## config.mk

```make
export PLATFORM = sky130hd
export DESIGN_NAME = seq_multiplier_flat
export DESIGN_NICKNAME = d
export VERILOG_FILES = /design/src/rtl/seq_multiplier_if.sv /design/src/rtl/seq_multiplier.sv /design/src/flat_wrapper.sv
export SDC_FILE = /design/constraint.sdc
export NUM_CORES = 1
export LEC_CHECK = 0
export CAP_MARGIN = 40
export CORE_MARGIN = 1
export CORE_UTILIZATION = 57
export DETAILED_ROUTE_END_ITERATION = 8
export GPL_TIMING_DRIVEN = 0
export PLACE_DENSITY_LB_ADDON = 0.2
export REMOVE_ABC_BUFFERS = 1
export SLEW_MARGIN = 20
export SYNTH_ARGS = -nofsm -noshare
export SYNTH_HDL_FRONTEND = slang
export SYNTH_SLANG_ARGS = --single-unit
```

## constraint.sdc

```tcl
create_clock -name clk -period 6.9 [get_ports clk]
set_clock_uncertainty 0.2 [all_clocks]
set_input_delay 1.035 -clock clk [delete_from_list [all_inputs] [get_ports clk]]
set_output_delay 1.035 -clock clk [all_outputs]
set_load 0.01 [all_outputs]
```

## src/rtl/seq_multiplier_if.sv

```systemverilog
// rtl/seq_multiplier_if.sv - start/operand/result bundle for seq_multiplier
// signed_op exists only when SEQ_MULT_SIGNED_EN is defined.
interface seq_multiplier_if #(
  parameter int WIDTH = 8
);
  logic               start;
  logic [WIDTH-1:0]   a;
  logic [WIDTH-1:0]   b;
`ifdef SEQ_MULT_SIGNED_EN
  logic               signed_op;
`endif
  logic               busy;
  logic               done;
  logic [2*WIDTH-1:0] product;

`ifdef SEQ_MULT_SIGNED_EN
  modport master (output start, a, b, signed_op, input busy, done, product);
  modport slave  (input start, a, b, signed_op, output busy, done, product);
`else
  modport master (output start, a, b, input busy, done, product);
  modport slave  (input start, a, b, output busy, done, product);
`endif
endinterface

```

## src/rtl/seq_multiplier.sv

```systemverilog
// rtl/seq_multiplier.sv - shift-and-add multiplier, WIDTH CALC cycles per product
// Define SEQ_MULT_SIGNED_EN to add two's-complement operands via signed_op.
module seq_multiplier #(
  parameter int WIDTH = 8
) (
  input  logic            clk,
  input  logic            rst,
  seq_multiplier_if.slave bus
);
  localparam int CW = $clog2(WIDTH) + 1;
  localparam logic [WIDTH-1:0]   ONE_W  = {{(WIDTH-1){1'b0}}, 1'b1};
  localparam logic [2*WIDTH-1:0] ONE_2W = {{(2*WIDTH-1){1'b0}}, 1'b1};

  typedef enum logic [1:0] {S_IDLE, S_CALC, S_DONE} state_t;

  state_t             r_state;
  logic [WIDTH-1:0]   r_mcand;
  logic [WIDTH-1:0]   r_mplier;
  logic [2*WIDTH-1:0] r_acc;
  logic [2*WIDTH-1:0] r_product;
  logic [CW-1:0]      r_count;
  logic               r_busy;
  logic               r_done;
  logic               r_neg;

  logic [WIDTH:0]     w_sum;
  logic [2*WIDTH-1:0] w_acc_next;
  logic [2*WIDTH-1:0] w_result;
  logic [WIDTH-1:0]   w_a_mag;
  logic [WIDTH-1:0]   w_b_mag;
  logic               w_neg;

  // Magnitudes fit in WIDTH bits even for -2^(WIDTH-1), so the datapath stays unsigned.
`ifdef SEQ_MULT_SIGNED_EN
  assign w_a_mag = (bus.signed_op && bus.a[WIDTH-1]) ? (~bus.a + ONE_W) : bus.a;
  assign w_b_mag = (bus.signed_op && bus.b[WIDTH-1]) ? (~bus.b + ONE_W) : bus.b;
  assign w_neg   = bus.signed_op && (bus.a[WIDTH-1] ^ bus.b[WIDTH-1]);
`else
  assign w_a_mag = bus.a;
  assign w_b_mag = bus.b;
  assign w_neg   = 1'b0;
`endif

  // Add into the upper WIDTH+1 bits, then drop the retired LSB.
  assign w_sum      = {1'b0, r_acc[2*WIDTH-1:WIDTH]} + (r_mplier[0] ? {1'b0, r_mcand} : '0);
  assign w_acc_next = {w_sum, r_acc[WIDTH-1:1]};
  assign w_result   = r_neg ? (~w_acc_next + ONE_2W) : w_acc_next;

  always_ff @(posedge clk or posedge rst) begin
    if (rst) begin
      r_state   <= S_IDLE;
      r_mcand   <= '0;
      r_mplier  <= '0;
      r_acc     <= '0;
      r_product <= '0;
      r_count   <= '0;
      r_busy    <= 1'b0;
      r_done    <= 1'b0;
      r_neg     <= 1'b0;
    end else begin
      case (r_state)
        S_IDLE: begin
          if (bus.start) begin
            r_mcand  <= w_a_mag;
            r_mplier <= w_b_mag;
            r_neg    <= w_neg;
            r_acc    <= '0;
            r_count  <= '0;
            r_busy   <= 1'b1;
            r_state  <= S_CALC;
          end
        end
        S_CALC: begin
          r_acc    <= w_acc_next;
          r_mplier <= r_mplier >> 1;
          r_count  <= r_count + CW'(1);
          if (r_count == CW'(WIDTH - 1)) begin
            r_product <= w_result;
            r_busy    <= 1'b0;
            r_done    <= 1'b1;
            r_state   <= S_DONE;
          end
        end
        S_DONE: begin
          r_done  <= 1'b0;
          r_state <= S_IDLE;
        end
        default: begin
          r_busy  <= 1'b0;
          r_done  <= 1'b0;
          r_state <= S_IDLE;
        end
      endcase
    end
  end

  assign bus.busy    = r_busy;
  assign bus.done    = r_done;
  assign bus.product = r_product;
endmodule

```

## src/flat_wrapper.sv

```systemverilog
// flat-port wrapper written by rule: the top's interface ports become plain ports
module seq_multiplier_flat 
#(
  parameter int WIDTH = 8
)
  (clk, rst, bus_start, bus_a, bus_b, bus_busy, bus_done, bus_product);
  seq_multiplier_if #(.WIDTH(WIDTH)) bus_i ();
  input  logic clk;
  input  logic rst;
  input wire logic [$bits(bus_i.start)-1:0] bus_start;
  input wire logic [$bits(bus_i.a)-1:0] bus_a;
  input wire logic [$bits(bus_i.b)-1:0] bus_b;
  output wire logic [$bits(bus_i.busy)-1:0] bus_busy;
  output wire logic [$bits(bus_i.done)-1:0] bus_done;
  output wire logic [$bits(bus_i.product)-1:0] bus_product;
  assign bus_i.start = bus_start;
  assign bus_i.a = bus_a;
  assign bus_i.b = bus_b;
  assign bus_busy = bus_i.busy;
  assign bus_done = bus_i.done;
  assign bus_product = bus_i.product;
  seq_multiplier #(.WIDTH(WIDTH)) u_core (.clk(clk), .rst(rst), .bus(bus_i));
endmodule
```

Yosys cells after proc, flatten, opt, wreduce, memory -nomap -nowiden --
Index checks and enable logic that the tools add are counted.
Word-level totals: flip-flop bits (word level) 56, bits of input ports 19, output and inout bits 18, word-level logic and storage cells 40
Cells by class: add/sub/neg operators 2, equality and inequality tests 5, mux-type cells 15, bitwise operators 2, reduce and logical (&&, ||, !) cells 8
Operator list (number):
- $pmux W16 S2 | 1
- $mux W16 | 1
- $mux W8 | 2
- $pmux W8 S2 | 1
- $reduce_and A2 Y1 | 5
- $add A8 B9 Y9 | 1
- $pmux W4 S2 | 1
- $add A4 B1 Y4 const B | 1
- $eq A4 B3 Y1 const B | 1
- $mux W2 | 2
- $mux W4 | 1
- $pmux W2 S2 | 1
- $mux W1 | 3
- $pmux W1 S3 | 1
- $reduce_and A3 Y1 | 1
- $eq A2 B1 Y1 const B | 1
- $eq A2 B2 Y1 const B | 1
- $logic_not A2 Y1 | 1
- $ne A2 B1 Y1 const B | 1
- $ne A2 B2 Y1 const B | 1
- $not A1 Y1 | 2
- $pmux W1 S2 | 1
- $reduce_bool A2 Y1 | 1

Longest topological paths before layout --
Gate-level depths: netlist (run 1).
depth after elaboration 3, gate-level depth with buffers 9, gate-level depth less buffers 9

Least setup slack after synthesis (run 1) --
No wires, ideal clock.
path kind register to register, from reg u_core.r_mplier[0], to reg u_core.r_product[13] (netlist: u_core.bus.product[13]), setup time 125 ps, arrival 1835 ps, required time 6575 ps, slack 4740 ps, cell stages (with the launch flop) 10, path buffers 0, period minus slack after synthesis 2160 ps, cells stage by stage dfrtp_1 > and2_1 > ha_1 > inv_1 > fa_1 > inv_1 > a21o_1 > a221oi_4 > xnor2_1 > mux2_4
On the way: cells in the longest elaborated chain, start to end 2
Ends and longest elaborated chain:
- from (decl) | RTL line seq_multiplier.sv:18 | logic [WIDTH-1:0] r_mplier;
- from (signal assigned) | RTL line seq_multiplier.sv:65 | r_mplier <= w_b_mag;
- from (signal assigned) | RTL line seq_multiplier.sv:75 | r_mplier <= r_mplier >> 1;
- $mux W8 | RTL line seq_multiplier.sv:45 | assign w_sum = {1'b0, r_acc[2*WIDTH-1:WIDTH]} + (r_mplier[0] ? {1'b0, r_mcand} : '0);
- $add A8 B9 Y9 | RTL line seq_multiplier.sv:45
- to (signal assigned) | RTL line seq_multiplier.sv:78 | r_product <= w_result;
- to (decl) | RTL line seq_multiplier.sv:20 | logic [2*WIDTH-1:0] r_product;
No other way between the ends. A chain may end at the register's enable or synchronous reset.

Worst setup path after layout (run 1) --
from in bus_start, to reg u_core.r_mcand[4]
On the way: cells in the longest elaborated chain, start to end 1
Ends and longest elaborated chain:
- from (decl) | RTL line flat_wrapper.sv:10 | input wire logic [$bits(bus_i.start)-1:0] bus_start;
- $reduce_and A2 Y1 (no source line)
- to (signal assigned) | RTL line seq_multiplier.sv:64 | r_mcand <= w_a_mag;
- to (decl) | RTL line seq_multiplier.sv:17 | logic [WIDTH-1:0] r_mcand;
No other way between the ends.

==> reports/qor.yml, run 1 <==
dieHeight_um: 67.9
dp_cells: 279
wire_per_inst_um: 16.1
final_nets: 265
holdBufCountCts: 0
crit_type: "input pin to register"
grt_pass1_vias: 1686
rr_worst_depth: 9
p_seq_share_pct: 41.5
yosysTopAreaCell: "dfrtp_1"
required_ns: 6.89
synthFlopType: "dfrtp_1"
maxSlewViolCount: 0
slew_headroom_pct: 45.8
holdPathEnd: "u_core.r_mplier[3]"
ant_nets: 0
hold_class: "register to register"
pwr-share-comb_pct: 44.7
fin_crit_ns: 2.59
fillers: 285
cts.sinks: 55
switching_share_pct: 34.6
critPathMaxFanout: 8
grt_pass1_wl_mm: 7.74
r2r-start: "u_core.r_mplier[0]"
overflow: 0
fin_cells: 287
cts_root_buf: "clkbuf_8"
rows: 23
tns_ns: 0
fmax_mhz: 386
setup_viol: 0
ys_top_cells_by_count: "dfrtp_1, mux2_2, nand2_1"
dieArea_um2: 4610
path_clk_slew_ns: 0.09
drive_above_1_share_pct: 18.1
syn_area_per_cell_um2: 12.5
synth.ff_latch_count: 55
vias: 1634
hpwl_mm: 3.25
holdPathStages: 2
worstSetupEndpointType: "register"
drv_cap: 0
cts_buffer_depth: 2
initial_core_util_pct: 60.6
internal_power_uw: 879
synth.most_common_cell: "dfrtp_1"
grtUsageTotal_pct: 23.3
antenna_found_initial: 0
post_cts_buffers: 0
cts_tree: "done"
max-vdd-ir-drop_mv: 0.197
async_flop_share_pct: 100
cts_buffers: 5
power_density_nw_per_um2: 444
grt_max_degree: 38
leakagePower_nw: 1.42
power.switching_uw: 466
synthToLayoutAreaGrowth_pct: 22.3
hp-start: "u_core.r_mplier[3]"
drc: 0
syn_inst: 198
via_per_inst: 5.69
yosysSeqAreaShare_pct: 55.6
seqCellArea_um2: 1380
rsz0062_at_grt: "false"
syn-cell-area_um2: 2470
num_antenna_cells: 0
synth_area_leaders: "dfrtp_1, mux2_2, a22o_1"
totalWireLength_mm: 4.61
htree_levels: 2
synth_top_area_share_pct: 55.6
rrSetupSlack_ns: 4.49
place_congestion: 0.836
multi_input_area_um2: 1060
drt_iter0_markers: 80
die_w_um: 67.9
status: "finished clean"
cts_resized: 0
fin_crit_sh_pct: 37.5
netlist-cell-type-count: 34
core_area_um2: 4090
portBuffers: 36
worst_pin_slew_ns: 0.810
start_kind: "input pin"
synth-edff-count: 0
dr.pass1.iters: 4
timing.rr.end: "u_core.bus.product[13]"
crit_arrival_ns: 2.57
ys_warn_count: 0
clk_latency_ns: 0.30
finalHoldViolCount: 0
pin_count: 37
clkPwrFrac_pct: 13.8
how the worst max path moves through the flow:
| stage | from | endpoint | slack [ns] | cells after the start |
|---|---|---|---|---|
| global placement | bus_start | u_core.r_mplier[2] | 3.16 | 3 |
| global route | bus_start | u_core.r_count[2] | 4.25 | 4 |
| finish | bus_start | u_core.r_mcand[4] | 4.31 | 4 |
| detailed placement | bus_start | u_core.r_mcand[4] | 4.02 | 4 |
| floorplan | u_core.r_state[1] | u_core.bus.product[0] | 4.15 | 4 |
| CTS | bus_start | u_core.r_mcand[4] | 4.31 | 4 |
cells by family (layout without fill, tap and decap cells):
logic type	count (synthesis)	after routing	synth area share [%]
simple gates	34	34	6.88
fa+ha+maj	10	10	5.36
compound gates	46	46	13.8
buf+inv	17	56	2.88
xor+xnor	6	6	2.12
flops	55	55	55.6
mux	30	30	13.4
layout make-up:
cell class,instances,area share [%]
Clock buffer,8,3.31
Inverter,8,0.992
Multi-Input combinational cell,126,34.9
Sequential cell,55,45.5
Tap cell,50,2.07
Timing Repair Buffer,40,13.3
worst max-delay path, stage by stage:
cell and delay, ns:
clkdlybuf4s50_1 0.57, nor3b_2 0.35, buf_4 0.26, mux2_2 0.35
per-stage QoR:
stage	utilization, %	hold WS, ns	worst slack [ns]	total power, mW	area [µm²]
after detailed placement	71.6	0.276	4.02	1.16	2930
after CTS	74.1	0.297	4.31	1.35	3030
after global routing	74.1	0.327	4.25	1.45	3030
after floorplan	-	0.250	4.15	0.949	2430
final	74.1	0.293	4.31	1.35	3030
after global placement	69.9	0.264	3.16	1.12	2860
placed cells by master (no fill, tap or decap), drive strengths merged, types with 2 or more instances in the layout:
cell type      instances
buf                    4
a22o                  15
mux2i                  8
clkbuf                 8
a21oi                  4
a21o                   4
mux2                  22
a31oi                  2
ha                     9
nor2                   3
and2                   7
nand2                 16
inv                    8
xnor2                  5
dfrtp                 55
o21ai                 15
clkdlybuf4s50         36
power groups by stage:
stage	combinational [mW]	clock (mW)	sequential (mW)
after floorplan	0.395	0	0.554
after global placement	0.571	0	0.548
after detailed placement	0.601	0	0.563
after CTS	0.606	0.192	0.557
after global routing	0.666	0.205	0.576
final	0.601	0.186	0.558
layer usage:
| metal | wire, µm | global-route usage [%] | vias up |
|---|---|---|---|
| li1 | - | - | 774 |
| met1 | 2100 | 29.6 | 823 |
| met2 | 2300 | 39.4 | 30 |
| met3 | 152 | 5.33 | 7 |
| met4 | 55 | 7.55 | 0 |
| met5 | 0 | 0 | - |
flip-flops by register name, summed over array words and instances (netlist names):
name                cells
u_core.r_state          2
u_core.bus.busy         1
u_core.r_acc           15
u_core.r_count          4
u_core.bus.done         1
u_core.r_mcand          8
u_core.bus.product     16
u_core.r_mplier         8
No activity file was read; power rests on OpenSTA's default activity.
==> run 2: changes to the inputs <==
--- a/config.mk
+++ b/config.mk
@@ -7,7 +7,7 @@
 export LEC_CHECK = 0
 export CAP_MARGIN = 40
 export CORE_MARGIN = 1
-export CORE_UTILIZATION = 57
+export CORE_UTILIZATION = 48
 export DETAILED_ROUTE_END_ITERATION = 8
 export GPL_TIMING_DRIVEN = 0
 export PLACE_DENSITY_LB_ADDON = 0.2
==> constraint.sdc (replaced) <==
create_clock -name clk -period 2.2 [get_ports clk]
set_clock_uncertainty 0.2 [all_clocks]
set_input_delay 0.33 -clock clk [delete_from_list [all_inputs] [get_ports clk]]
set_output_delay 0.33 -clock clk [all_outputs]
set_load 0.01 [all_outputs]
==> reports/qor.yml, run 2 (synthesis gave the netlist of run 1 again) <==
status: "finished, violations left"
violations: "negative setup slack"
htree_levels: 2  # unchanged
timing.rr.end: "u_core.bus.product[13]"
clk_latency_ns: 0.30  # about the same
fin_cells: 308  # +7.3%
cts.sinks: 55  # unchanged
grt_pass1_wl_mm: 7.37  # -4.8%
totalWireLength_mm: 4.30  # -6.6%
layout_common_cells: "dfrtp_1, clkdlybuf4s50_1, mux2_2"
worst_pin_slew_ns: 0.678  # -0.132 ns
drv_cap: 0  # unchanged
crit_type: "register to register"
hold_class: "input pin to asynchronous set/reset pin"
drc: 0  # unchanged
pin_count: 37  # unchanged
wire_per_inst_um: 14.0  # -13%
rows: 25  # +8.7%
drt_iter0_markers: 87  # +8.8%
crit_arrival_ns: 2.21  # -0.36 ns
fin_ws_ns: -0.0195  # -4.33 ns
place_congestion: 0.697  # -17%
max-vdd-ir-drop_mv: 0.625  # +220%
synthToLayoutAreaGrowth_pct: 27.7
rrSetupSlack_ns: -0.02  # -4.51 ns
start_kind: "register"
grt_max_degree: 56  # +47%
cts_root_buf: "clkbuf_8"
power_density_nw_per_um2: 1390  # +210%
fin_crit_ns: 2.22
rsz0062_at_grt: "true"
stdcell_area_um2: 3160  # +4.3%
drive_above_1_share_pct: 26.1  # +8.0 points
utilization_pct: 65.2  # -8.9 points
holdBufCountCts: 0  # unchanged
grtUsageTotal_pct: 18.3  # -5.0 points
via_per_inst: 5.19  # -8.8%
r2r-start: "u_core.r_mplier[0]"
core_area_um2: 4850  # +19%
cts_buffers: 5  # unchanged
dieHeight_um: 73.8  # +8.7%
ant_nets: 0  # unchanged
overflow: 0  # unchanged
worstSetupEndpointType: "register"
path_clk_slew_ns: 0.09  # about the same
die_w_um: 73.8  # +8.7%
cts_tree: "done"
initial_core_util_pct: 51.0  # -9.5 points
fmax_mhz: 451
placed_cell_area_um2: 2950  # +0.64%
vias: 1600  # -2.1%
portBuffers: 36  # unchanged
dieArea_um2: 5450  # +18%
dp_cells: 296  # +6.1%
grt_pass1_vias: 1578  # -6.4%
num_antenna_cells: 0  # unchanged
antenna_found_initial: 0  # unchanged
largest_reg_flops: 16  # unchanged
maxSlewViolCount: 0  # unchanged
finalHoldViolCount: 0  # unchanged
critPathMaxFanout: 6  # -2
required_ns: 2.19  # -4.70 ns
leakagePower_nw: 1.44  # +1.4%
cts_buffer_depth: 2  # unchanged
final_common_cell: "dfrtp_1"
dr.pass1.iters: 4  # unchanged
final_nets: 269  # +1.5%
slew_headroom_pct: 54.7  # +8.9 points
hpwl_mm: 2.92  # -10%
rr_worst_depth: 9  # unchanged
setup_viol: 2  # +2
fin_crit_sh_pct: 101
run 2: where the power goes:
group	internal (mW)	switching, mW	leakage [nW]
Sequential	1.45	0.293	0.695
Clock	0.224	0.299	0.0422
Combinational	1.19	0.921	0.703
run 2: worst max path at each step:
stage                                         to          startpoint  slack (ns)
after floorplan            u_core.bus.product[0]   u_core.r_state[1]       -0.55
after global placement     u_core.bus.product[0]   u_core.r_state[1]       -1.44
after detailed placement   u_core.bus.product[3]   u_core.r_state[1]       -0.18
after CTS                 u_core.bus.product[13]  u_core.r_mplier[0]       -0.02
after global routing      u_core.bus.product[11]  u_core.r_mplier[0]       -0.09
final                     u_core.bus.product[13]  u_core.r_mplier[0]       -0.02
run 2: area by class of cell:
| type | count | area, µm² |
|---|---|---|
| clock buffers | 7 | 76.3 |
| clock inverters | 1 | 5.00 |
| fillers | 388 | 1690 |
| inverters | 8 | 32.5 |
| multi-input cells | 126 | 1150 |
| flip-flops and latches | 55 | 1380 |
| well taps | 67 | 83.8 |
| repair buffers | 44 | 432 |
run 2: per-layer routing:
layer	up-vias	share of wire, %	global-route usage [%]
met5	-	0	0
met4	0	1.6	7.48
met3	7	2.9	4.25
met2	27	48	30.4
met1	779	47	23.0
li1	787	-	-
run 2: critical path: stages, from the launching register on:
cell,delay (ns)
dfrtp_2,0.45
and2_4,0.16
ha_4,0.15
inv_2,0.05
fa_2,0.21
inv_2,0.03
a21o_1,0.19
a221oi_4,0.28
xnor2_2,0.12
mux2_4,0.26
run 2: per-stage QoR:
stage / setup WS (ns) / hold slack, ns / power (mW) / TNS (ns)
floorplan: -0.546 / 0.250 / 2.98 / -8.82
global placement: -1.44 / 0.265 / 3.54 / -89.33
detailed placement: -0.184 / 0.272 / 3.64 / -2.22
CTS: -0.0234 / 0.292 / 4.34 / -0.0357
global route: -0.0915 / 0.315 / 4.73 / -0.473
finish: -0.0195 / 0.276 / 4.38 / -0.0261
run 2: what timing repair did:
| action | 4_1_cts | 5_1_grt |
|---|---|---|
| pin swaps | 7 | 3 |
| resized for setup | 14 | 8 |
| setup buffers | 3 | 1 |
| endpoints found under the setup margin | 16 | 17 |
==> run 3: changes to the inputs <==
--- a/config.mk
+++ b/config.mk
@@ -5,9 +5,10 @@
 export SDC_FILE = /design/constraint.sdc
 export NUM_CORES = 1
 export LEC_CHECK = 0
+export ABC_AREA = 1
 export CAP_MARGIN = 40
 export CORE_MARGIN = 1
-export CORE_UTILIZATION = 48
+export CORE_UTILIZATION = 49
 export DETAILED_ROUTE_END_ITERATION = 8
 export GPL_TIMING_DRIVEN = 0
 export PLACE_DENSITY_LB_ADDON = 0.2
==> reports/qor.yml, run 3 <==
synth.ff_latch_count: 55  # unchanged
clk_latency_ns: 0.32  # +0.02 ns
grt_pass1_wl_mm: 8.44  # +15%
power.switching_mw: 1.77  # +17%
path_clk_slew_ns: 0.10  # about the same
synthToLayoutAreaGrowth_pct: 20.1
totalWireLength_mm: 4.90  # +14%
hold_class: "input pin to asynchronous set/reset pin"
switching_share_pct: 40.8  # +6.2 points
syn_inst: 301  # +52%
dieHeight_um: 75.1  # +1.8%
yosysTopAreaCell: "dfrtp_1"
drc: 0  # unchanged
dieArea_um2: 5650  # +3.7%
largest_reg_flops: 16  # unchanged
clkPwrFrac_pct: 13.9  # +2.0 points
hpwl_mm: 3.28  # +12%
max-vdd-ir-drop_mv: 0.701  # +12%
pin_count: 37  # unchanged
worstSetupEndpointType: "register"
fin_crit_sh_pct: 93.4  # -7.5 points
holdBufCountCts: 0  # unchanged
grt_pass1_vias: 1893  # +20%
cts_buffers: 5  # unchanged
cts_buffer_depth: 2  # unchanged
dr.pass1.iters: 4  # unchanged
core_area_um2: 5140  # +6.0%
die_w_um: 75.1  # +1.8%
place_congestion: 0.839  # +20%
crit_arrival_ns: 2.06  # -0.15 ns
yosysSeqAreaShare_pct: 52.5  # -3.1 points
via_per_inst: 4.94  # -5.0%
drt_iter0_markers: 205  # +140%
ant_nets: 0  # unchanged
syn-cell-area_um2: 2620  # +5.9%
critPathMaxFanout: 7  # +1
tns_ns: 0  # +0.0261 ns
ys_warn_count: 0  # unchanged
vias: 2019  # +26%
ys_top_cells_by_count: "nand2_1, dfrtp_1, inv_1"
status: "finished clean"
fillers: 488  # +26%
crit_type: "register to register"
synth_area_leaders: "dfrtp_1, nand2_1, inv_1"
layout_common_cells: "nand2_1, dfrtp_1, clkdlybuf4s50_1"
finalPower_mw: 4.35  # -0.79%
power_density_nw_per_um2: 1380  # -0.44%
stdcell_area_um2: 3150  # -0.36%
cts_root_buf: "clkbuf_8"
cts.sinks: 55  # unchanged
final_common_cell: "nand2_1"
leakagePower_nw: 1.63  # +13%
fin_crit_ns: 2.05  # -0.165 ns
rows: 26  # +4.0%
drive_above_1_share_pct: 11.5  # -15 points
internal_power_mw: 2.57  # -10%
rrSetupSlack_ns: 0.15  # +0.17 ns
overflow: 0  # unchanged
pwr-share-comb_pct: 47.1  # -1.0 points
setup_viol: 0  # -2
grt_max_degree: 56  # unchanged
drv_cap: 0  # unchanged
netlist-cell-type-count: 28  # -18%
fmax_mhz: 487  # +8.0%
wire_per_inst_um: 12.0  # -14%
grtUsageTotal_pct: 20.2  # +1.9 points
worst_pin_slew_ns: 0.668  # -0.00946 ns
antenna_found_initial: 0  # unchanged
synth-edff-count: 0  # unchanged
final_nets: 367  # +36%
synth_top_area_share_pct: 52.5  # -3.1 points
num_antenna_cells: 0  # unchanged
initial_core_util_pct: 51.0  # about the same
rsz0062_at_grt: "false"
finalHoldViolCount: 0  # unchanged
async_flop_share_pct: 100  # unchanged
portBuffers: 36  # unchanged
cts_tree: "done"
required_ns: 2.21  # +0.02 ns
htree_levels: 2  # unchanged
slew_headroom_pct: 55.4  # +0.73 points
synthFlopType: "dfrtp_1"
synth.most_common_cell: "nand2_1"
start_kind: "register"
syn_area_per_cell_um2: 8.71  # -30%
rr_worst_depth: 8  # -1
p_seq_share_pct: 39.0  # -0.9 points
maxSlewViolCount: 0  # unchanged
placed_cell_area_um2: 3020  # +2.3%
[run 3: cell types whose count changed after synthesis, sizes merged, moves of 12 or more]
| cell | delta |
|---|---|
| a22o | -13 |
| inv | +28 |
| mux2 | -22 |
| nand2 | +92 |
| nand3 | +16 |
| nor2 | +12 |
[run 3: path summary, 6_finish.rpt]
check / startpoint / endpoint
max in group asynchronous: rst / u_core.r_mplier[0]
min in group clk: u_core.bus.product[10] / u_core.bus.product[10]
hold reg to reg: u_core.bus.product[10] / u_core.bus.product[10]
setup reg to reg: u_core.r_mplier[0] / u_core.bus.product[11]
hold / removal: rst / u_core.r_acc[4]
setup / recovery: u_core.r_mplier[0] / u_core.bus.product[11]
[run 3: through the flow]
step                setup WS, ns  instances  util [%]  hold WS, ns
CTS                       0.0180        407      60.8        0.290
global route             0.00374        409      61.2        0.317
global placement          -0.677        399      58.6        0.262
finish                     0.146        409      61.2        0.259
detailed placement        -0.491        399      58.7        0.265
floorplan                  0.253        293         -        0.240
[run 3: critical path, stage by stage (launching register included)]
cell and delay (ns):
dfrtp_2 0.46, nand2_1 0.10, inv_1 0.05, ha_1 0.31, or2_1 0.25, and2_4 0.17
or2_2 0.28, nand3_1 0.08, nand2_1 0.05
[run 3: kinds of logic (layout without fill, tap and decap cells)]
logic type / count (synthesis) / count (layout) / synth area share [%]
flops: 55 / 55 / 52.5
compound gates: 44 / 44 / 10.7
xor+xnor: 1 / 1 / 0.334
buf+inv: 44 / 82 / 7.49
simple gates: 147 / 147 / 23.9
fa+ha+maj: 10 / 10 / 5.06
[run 3: routing by layer]
metal  GRT usage (%)  part of all wire, %  routed length [µm]  vias to the layer above
li1                -                    -                   -                     1030
met2            33.3                   46                2270                       41
met3            4.42                  3.8                 186                        5
met5               0                    0                   0                        -
met1            26.1                   48                2380                      943
met4            7.82                  1.3                  65                        0
[run 3: what timing repair did]
action,in CTS,in global routing
hold endpoints to repair,0,0
setup endpoints to repair,10,6
resized for setup,2,5
setup buffers,0,2
pin swaps,0,1
[run 3: power groups by stage]
stage / Sequential [mW] / Clock [mW] / Combinational [mW]
after global routing: 1.75 / 0.655 / 2.34
after detailed placement: 1.72 / 0 / 2.01
after CTS: 1.70 / 0.620 / 2.03
after global placement: 1.70 / 0 / 1.95
after floorplan: 1.73 / 0 / 1.33
final: 1.69 / 0.606 / 2.05
[run 3: layout make-up]
type	count	area (µm²)	share of cell area (%)
clock buffers	6	82.6	2.62
repair buffers	38	375	11.9
multi-input cells	202	1070	33.9
flip-flops and latches	55	1380	43.8
well taps	70	87.6	2.78
inverters	36	143	4.53
clock inverters	2	16.3	0.517
